### config.mk
export PLATFORM = sky130hd
export DESIGN_NAME = rf_write_arbiter
export DESIGN_NICKNAME = d
export VERILOG_FILES = /design/src/rtl/rf_write_arbiter.sv
export SDC_FILE = /design/constraint.sdc
export NUM_CORES = 1
export LEC_CHECK = 0
export CAP_MARGIN = 15
export CORE_ASPECT_RATIO = 1.1
export CORE_MARGIN = 5
export CORE_UTILIZATION = 37
export DETAILED_ROUTE_END_ITERATION = 8
export PLACE_DENSITY = 0.74
export SYNTH_ARGS = -nofsm -noshare
export SYNTH_HDL_FRONTEND = slang
export SYNTH_SLANG_ARGS = --single-unit
export TNS_END_PERCENT = 5
### constraint.sdc
create_clock -name clk -period 1.45 [get_ports clk]
set_input_delay 0.145 -clock clk [delete_from_list [all_inputs] [get_ports clk]]
set_output_delay 0.145 -clock clk [all_outputs]
set_load 0.01 [all_outputs]
### src/rtl/rf_write_arbiter.sv
// Register-file write arbiter: round-robin merge of ALU and load writebacks onto
// one registered write port, plus a pending-write scoreboard for hazard queries.
module rf_write_arbiter #(
    parameter int XLEN = 32,
    parameter int NREG = 32
) (
    input  logic            clk,
    input  logic            rst,
    input  logic            a_valid,
    output logic            a_ready,
    input  logic [4:0]      a_rd,
    input  logic [XLEN-1:0] a_data,
    input  logic            b_valid,
    output logic            b_ready,
    input  logic [4:0]      b_rd,
    input  logic [XLEN-1:0] b_data,
    input  logic            iss_valid,
    input  logic [4:0]      iss_rd,
    input  logic [4:0]      rs1_addr,
    input  logic [4:0]      rs2_addr,
    output logic            rs1_busy,
    output logic            rs2_busy,
    output logic            rf_we,
    output logic [4:0]      rf_waddr,
    output logic [XLEN-1:0] rf_wdata,
    output logic            sb_any_busy
);

    typedef enum logic {
        GRANT_A = 1'b0,
        GRANT_B = 1'b1
    } grant_e;

    grant_e          last_grant;
    logic [NREG-1:0] sb;
    logic [NREG-1:0] sb_next;
    logic            xfer_a;
    logic            xfer_b;
    logic            xfer;
    logic [4:0]      xfer_rd;
    logic [XLEN-1:0] xfer_data;

    // Readies are pure functions of the valids and last_grant; reset masks both.
    // NOTE: every output of an always_comb gets a default first, so no path can infer a latch.
    always_comb begin
        a_ready = 1'b0;
        b_ready = 1'b0;
        if (!rst) begin
            if (a_valid && b_valid) begin
                a_ready = (last_grant == GRANT_B);
                b_ready = (last_grant == GRANT_A);
            end else begin
                a_ready = a_valid;
                b_ready = b_valid;
            end
        end
    end

    assign xfer_a    = a_valid && a_ready;
    assign xfer_b    = b_valid && b_ready;
    assign xfer      = xfer_a || xfer_b;
    assign xfer_rd   = xfer_b ? b_rd : a_rd;
    assign xfer_data = xfer_b ? b_data : a_data;

    // Clear for the committing write is applied first so a same-edge issue to that register wins.
    always_comb begin
        sb_next = sb;
        if (rf_we) begin
            sb_next[rf_waddr] = 1'b0;
        end
        if (iss_valid && (iss_rd != 5'd0)) begin
            sb_next[iss_rd] = 1'b1;
        end
        sb_next[0] = 1'b0;
    end

    // NOTE: state is updated with non-blocking assignments so every flop samples pre-edge values.
    always_ff @(posedge clk) begin
        if (rst) begin
            rf_we      <= 1'b0;
            rf_waddr   <= 5'd0;
            rf_wdata   <= '0;
            last_grant <= GRANT_B;
            // NOTE: the scoreboard is a flop array, not a RAM, and must start all-clear after reset.
            sb         <= '0;
        end else begin
            rf_we <= xfer && (xfer_rd != 5'd0);
            if (xfer) begin
                last_grant <= xfer_b ? GRANT_B : GRANT_A;
            end
            if (xfer && (xfer_rd != 5'd0)) begin
                rf_waddr <= xfer_rd;
                rf_wdata <= xfer_data;
            end
            sb <= sb_next;
        end
    end

    // No bypass: a register stays busy through its own write cycle.
    assign rs1_busy    = (rs1_addr != 5'd0) && sb[rs1_addr];
    assign rs2_busy    = (rs2_addr != 5'd0) && sb[rs2_addr];
    assign sb_any_busy = |sb[NREG-1:1];

endmodule

== Word-level counts from Yosys, hierarchy flattened ==
Index checks and enable logic that the tools add are counted.

* Magnitude comparators: 6
* Mux-type cells: 17
* Bitwise operators: 4
* Reduce and logical (&&, ||, !) cells: 15

{| class="wikitable"
|+ Operator list
! kind !! count
|-
| 2-to-1 mux 32 bit || 3
|-
| AND 32 bit || 1
|-
| inverter 32 bit || 1
|-
| bitwise OR 32 bit || 1
|-
| OR reduction 31 bit || 1
|-
| < comparator 5 x 6 -> 1 bit, second input constant || 4
|-
| nonzero test 5 bit || 4
|-
| binary-select mux 1 bit (select 5 bit) || 2
|-
| demux 1 bit (select 5 bit) || 2
|-
| greater-or-equal comparator 5 x 1 -> 1 bit, second input constant || 2
|-
| logical AND 1 bit || 9
|-
| 2-to-1 mux 1 bit || 9
|-
| 2-to-1 mux 5 bit || 1
|-
| logical OR 1 bit || 1
|-
| inverter 1 bit || 1
|}

* Register bits after elaboration: 71
* Output and inout bits: 43

== Logic depth before layout (Yosys ltp) ==
* Depth in word-level cells: 9
* Depth in mapped cells: 7

== Worst setup path before layout ==
No wires, ideal clock.

* Kind: in2out
* Start point: input rs1_addr[1]
* End point: output rs1_busy
* Arrival: 1,452 ps
* Required time: 1,305 ps
* Slack: -147 ps
* Stages: 4
* Path buffers: 1
* Path through: buf_2 > mux4_2 > mux2_2 > a311o_1

* Longest elaborated chain between the ends: 3

{| class="wikitable"
|+ RTL lines
! element !! RTL line !! text
|-
| from (decl) || 19 || <nowiki>input logic [4:0] rs1_addr,</nowiki>
|-
| binary-select mux 1 bit (select 5 bit) || 100 || <nowiki>assign rs1_busy = (rs1_addr != 5'd0) && sb[rs1_addr];</nowiki>
|-
| 2-to-1 mux 1 bit (not written as such) || 100 ||
|-
| logical AND 1 bit * || 100 ||
|-
| to (decl) || 21 || <nowiki>output logic rs1_busy,</nowiki>
|}

Every way passes the cells marked *; elsewhere a longest branch is shown, timed or not. The select of a mux whose other input is x is not followed.

== Worst setup path in the final report ==
* Start point: input rs1_addr[0]
* End point: output rs1_busy

The elaborated chain is that of the path after synthesis.

==> run_summary.xml <==
<?xml version="1.0" encoding="UTF-8"?>
<metrics>
  <group name="status">
    <metric name="status" unit="">finished, violations left</metric>
    <metric name="violations" unit="">negative setup slack</metric>
  </group>
  <group name="grt">
    <metric name="vias_in_the_first_global_route" unit="">3980</metric>
    <metric name="globalRouteTotalUtil" unit="">0.2053</metric>
    <metric name="antenna_found_initial" unit="">0</metric>
    <metric name="grt_first_pass_wirelength" unit="um">19810</metric>
    <metric name="globalRoute.totalOverflow" unit="">0</metric>
    <metric name="grt_start_max_net_pins" unit="">34</metric>
  </group>
  <group name="timing">
    <metric name="final.setup.tns" unit="ns">-3.760</metric>
    <metric name="timing.hold.ws" unit="ns">0.2462</metric>
    <metric name="timing.final.ws_setup" unit="ns">-0.6194</metric>
    <metric name="setup_viol" unit="">37</metric>
    <metric name="setup_repair_after_global_routing_missed_its_margin" unit="">true</metric>
    <metric name="timing.slew.headroom" unit="">0.7325</metric>
    <metric name="report.final.hold_viol_count" unit="">0</metric>
    <metric name="post-route-period-util" unit="">1.427</metric>
    <metric name="fin_skew" unit="ns">0.01013</metric>
    <metric name="worst_pin_slew" unit="ns">0.4001</metric>
    <metric name="report.final.slew_viol_count" unit="">0</metric>
    <metric name="final_critical_path_required_period" unit="ns">2.069</metric>
    <metric name="max_clock_freq" unit="GHz">0.4832</metric>
  </group>
  <group name="worst_setup_path">
    <metric name="crit_required" unit="ns">1.31</metric>
    <metric name="worst_reg2reg_setup_slack" unit="ns">-0.12</metric>
    <metric name="crit-reg2reg-capture" unit="">rf_wdata[15]$_SDFFE_PP0P_</metric>
    <metric name="r2r.worst_path.cells" unit="">5</metric>
    <metric name="worst_ep_arrival_time" unit="ns">1.92</metric>
    <metric name="critPathKind" unit="">in -&gt; out</metric>
    <metric name="critPathMaxFanout" unit="">6</metric>
    <metric name="start_kind" unit="">input pin</metric>
    <metric name="r2r_start" unit="">last_grant$_SDFFE_PP1P_</metric>
    <metric name="timing.critical_path.to_type" unit="">output pin</metric>
  </group>
  <group name="routing">
    <metric name="highest-signal-layer" unit="">met4</metric>
    <metric name="wl_met1" unit="um">4597</metric>
    <metric name="routed-via-count" unit="">3809</metric>
    <metric name="total_met3_wirelength_after_detailed_routing" unit="um">1096</metric>
    <metric name="ratio_of_routed_vias_to_standard_cells" unit="">5.335</metric>
    <metric name="detail_route.wirelength" unit="um">12370</metric>
    <metric name="drtPass1Iterations" unit="">4</metric>
    <metric name="drc" unit="">0</metric>
    <metric name="detail_route.wl_per_cell" unit="um">17.32</metric>
    <metric name="wl_met2" unit="um">6373</metric>
    <metric name="drtAntennaViolNets" unit="">0</metric>
    <metric name="detailedRoute.firstIterationViolations" unit="">124</metric>
  </group>
  <group name="floorplanning">
    <metric name="die_area" unit="um2">12330</metric>
    <metric name="die_x" unit="um">106.3</metric>
    <metric name="io_pins" unit="">137</metric>
    <metric name="core_region_area" unit="um2">9937</metric>
    <metric name="placement_rows" unit="">38</metric>
    <metric name="chipHeight" unit="um">116.0</metric>
    <metric name="initial_utilization" unit="">0.3800</metric>
  </group>
  <group name="clocking">
    <metric name="numClockSinks" unit="">70</metric>
    <metric name="clockBufferDepth" unit="">2</metric>
    <metric name="clk_transition_reported_paths" unit="ns">0.07</metric>
    <metric name="cts.htree.levels" unit="">3</metric>
    <metric name="tritoncts" unit="">yes</metric>
    <metric name="cts-root-buf" unit="">sky130_fd_sc_hd__clkbuf_8</metric>
    <metric name="tritoncts.num_buffers" unit="">9</metric>
    <metric name="clk_latency" unit="ns">0.35</metric>
  </group>
  <group name="final_layout">
    <metric name="flow.area_growth_from_synthesis" unit="%">58.05</metric>
    <metric name="drive_gt1_frac" unit="">0.2273</metric>
    <metric name="final_cell_mix" unit="">111 x sky130_fd_sc_hd__clkdlybuf4s50_1, 77 x sky130_fd_sc_hd__nand2_1, 74 x sky130_fd_sc_hd__mux2i_1, 61 x sky130_fd_sc_hd__buf_4, 60 x sky130_fd_sc_hd__dfxtp_1</metric>
    <metric name="utilization" unit="">0.6006</metric>
    <metric name="post_route_design_area" unit="um2">5968</metric>
    <metric name="final-instance-count-excl-fill" unit="">714</metric>
    <metric name="mostFrequentLayoutCell" unit="">sky130_fd_sc_hd__clkdlybuf4s50_1</metric>
    <metric name="net_count_reported_at_finish" unit="">683</metric>
    <metric name="antenna_cells_inserted" unit="">0</metric>
  </group>
  <group name="yosys">
    <metric name="netlist_instances" unit="">400</metric>
    <metric name="syn-num-nets" unit="">494</metric>
    <metric name="synth_edf_count" unit="">0</metric>
    <metric name="synth_ff_type" unit="">sky130_fd_sc_hd__dfxtp_1</metric>
    <metric name="ys.warnings.count" unit="">0</metric>
    <metric name="postSynthRegisterBits" unit="">70</metric>
    <metric name="post_synth_arst_share" unit="">0</metric>
    <metric name="synthDistinctLibCells" unit="">48</metric>
    <metric name="netlist_area" unit="um2">3776</metric>
    <metric name="synth_seq_area_share" unit="">0.3711</metric>
    <metric name="syn_avg_cell_area" unit="um2">9.440</metric>
  </group>
  <group name="hold_path">
    <metric name="timing.hold.worst_path_depth" unit="">3</metric>
    <metric name="hold_path_class" unit="">in -&gt; reg</metric>
    <metric name="min-delay-start" unit="">b_rd[0]</metric>
    <metric name="worstHoldEndpoint" unit="">rf_waddr[0]$_SDFFE_PP0P_</metric>
  </group>
  <group name="power">
    <metric name="vdd_drop_max" unit="mV">0.6322</metric>
    <metric name="leakagePower" unit="nW">2.450</metric>
    <metric name="total_power" unit="mW">5.050</metric>
    <metric name="power_density" unit="nW/um2">846.1</metric>
  </group>
  <group name="placed_design">
    <metric name="place_hpwl" unit="um">9657</metric>
    <metric name="postPlaceCellArea" unit="um2">5634</metric>
    <metric name="gp_routability_congestion" unit="">0.9587</metric>
    <metric name="place_worst_setup_slack" unit="ns">-1.126</metric>
    <metric name="placement.io_buffers" unit="">136</metric>
    <metric name="numPlacedInstances" unit="">693</metric>
  </group>
  <group name="job">
    <metric name="cap_viol_max_count" unit="">0</metric>
  </group>
</metrics>
## layout make-up
class,instances,area [um2]
fillers,847,3969
repair buffers,205,1919
clock inverters,4,47.55
well taps,120,150.1
clock buffers,12,135.1
inverters,4,15.01
flip-flops and latches,70,1419
multi-input cells,299,2282
## critical path, cell delays in order
cell and delay, ns:
sky130_fd_sc_hd__clkdlybuf4s50_1 0.48, sky130_fd_sc_hd__buf_6 0.13, sky130_fd_sc_hd__mux4_2 0.50, sky130_fd_sc_hd__o22ai_2 0.16
sky130_fd_sc_hd__a2111oi_1 0.08, sky130_fd_sc_hd__a311o_1 0.28, sky130_fd_sc_hd__buf_2 0.14
## kinds of logic after synthesis
family	synth area share
simple gates	0.1670
mux	0.2886
compound gates	0.1206
flops	0.3711
buf+inv	0.05268
## flip-flops by register name, indices dropped and copies added (netlist names)
signal      flops
last_grant      1
sb             31
rf_wdata       32
rf_waddr        5
rf_we           1
## Yosys cell counts, types with 2 or more instances
library cell / count / share of area
sky130_fd_sc_hd__a2111oi_0: 2 / 0.0046
sky130_fd_sc_hd__a21oi_1: 32 / 0.042
sky130_fd_sc_hd__and3_1: 3 / 0.0050
sky130_fd_sc_hd__and3b_1: 2 / 0.0046
sky130_fd_sc_hd__buf_12: 4 / 0.021
sky130_fd_sc_hd__buf_2: 8 / 0.011
sky130_fd_sc_hd__buf_4: 2 / 0.0040
sky130_fd_sc_hd__clkbuf_1: 13 / 0.013
sky130_fd_sc_hd__dfxtp_1: 70 / 0.37
sky130_fd_sc_hd__inv_1: 2 / 0.0020
sky130_fd_sc_hd__mux2_2: 3 / 0.0089
sky130_fd_sc_hd__mux2i_1: 74 / 0.20
sky130_fd_sc_hd__mux4_2: 14 / 0.083
sky130_fd_sc_hd__nand2_1: 77 / 0.077
sky130_fd_sc_hd__nand2b_1: 2 / 0.0033
sky130_fd_sc_hd__nand3_1: 4 / 0.0053
sky130_fd_sc_hd__nand3b_1: 4 / 0.0080
sky130_fd_sc_hd__nor2_1: 9 / 0.0089
sky130_fd_sc_hd__nor3b_1: 7 / 0.014
sky130_fd_sc_hd__nor4_1: 8 / 0.013
sky130_fd_sc_hd__o21ai_0: 31 / 0.041
sky130_fd_sc_hd__or3_1: 2 / 0.0033
sky130_fd_sc_hd__or4_1: 2 / 0.0040
## report_power, final
part           internal [mW]  switching (mW)  leakage (nW)  total [mW]
sequential              2.08           0.101         0.581        2.18
clock                  0.791           0.724        0.0904        1.52
combinational          0.788           0.570          1.78        1.36
## routing by layer
layer / track usage / up-vias
met4: 0.08031 / 0
met1: 0.2159 / 1773
met2: 0.3722 / 179
li1: - / 1835
met5: 0 / -
met3: 0.07744 / 22
## repair_timing
action,in CTS,in global routing
pin swaps,8,5
buffers inserted,5,0
resized for setup,62,14
hold buffers,0,0
cloned,0,0
endpoints found under the hold margin,0,0
endpoints found under the setup margin,48,45
## worst max-delay path by stage
stage,startpoint,endpoint,slack [ns],cells after the start
2_1_floorplan,a_rd[0],rf_waddr[2]$_SDFFE_PP0P_,-0.03,6
3_3_place_gp,rs1_addr[2],rs1_busy,-0.99,6
3_5_place_dp,rs1_addr[2],rs1_busy,-1.13,7
4_1_cts,rs1_addr[0],rs1_busy,-0.62,7
5_1_grt,rs1_addr[0],rs1_busy,-0.67,7
6_report,rs1_addr[0],rs1_busy,-0.62,7
(Power assumes the default switching activity.)
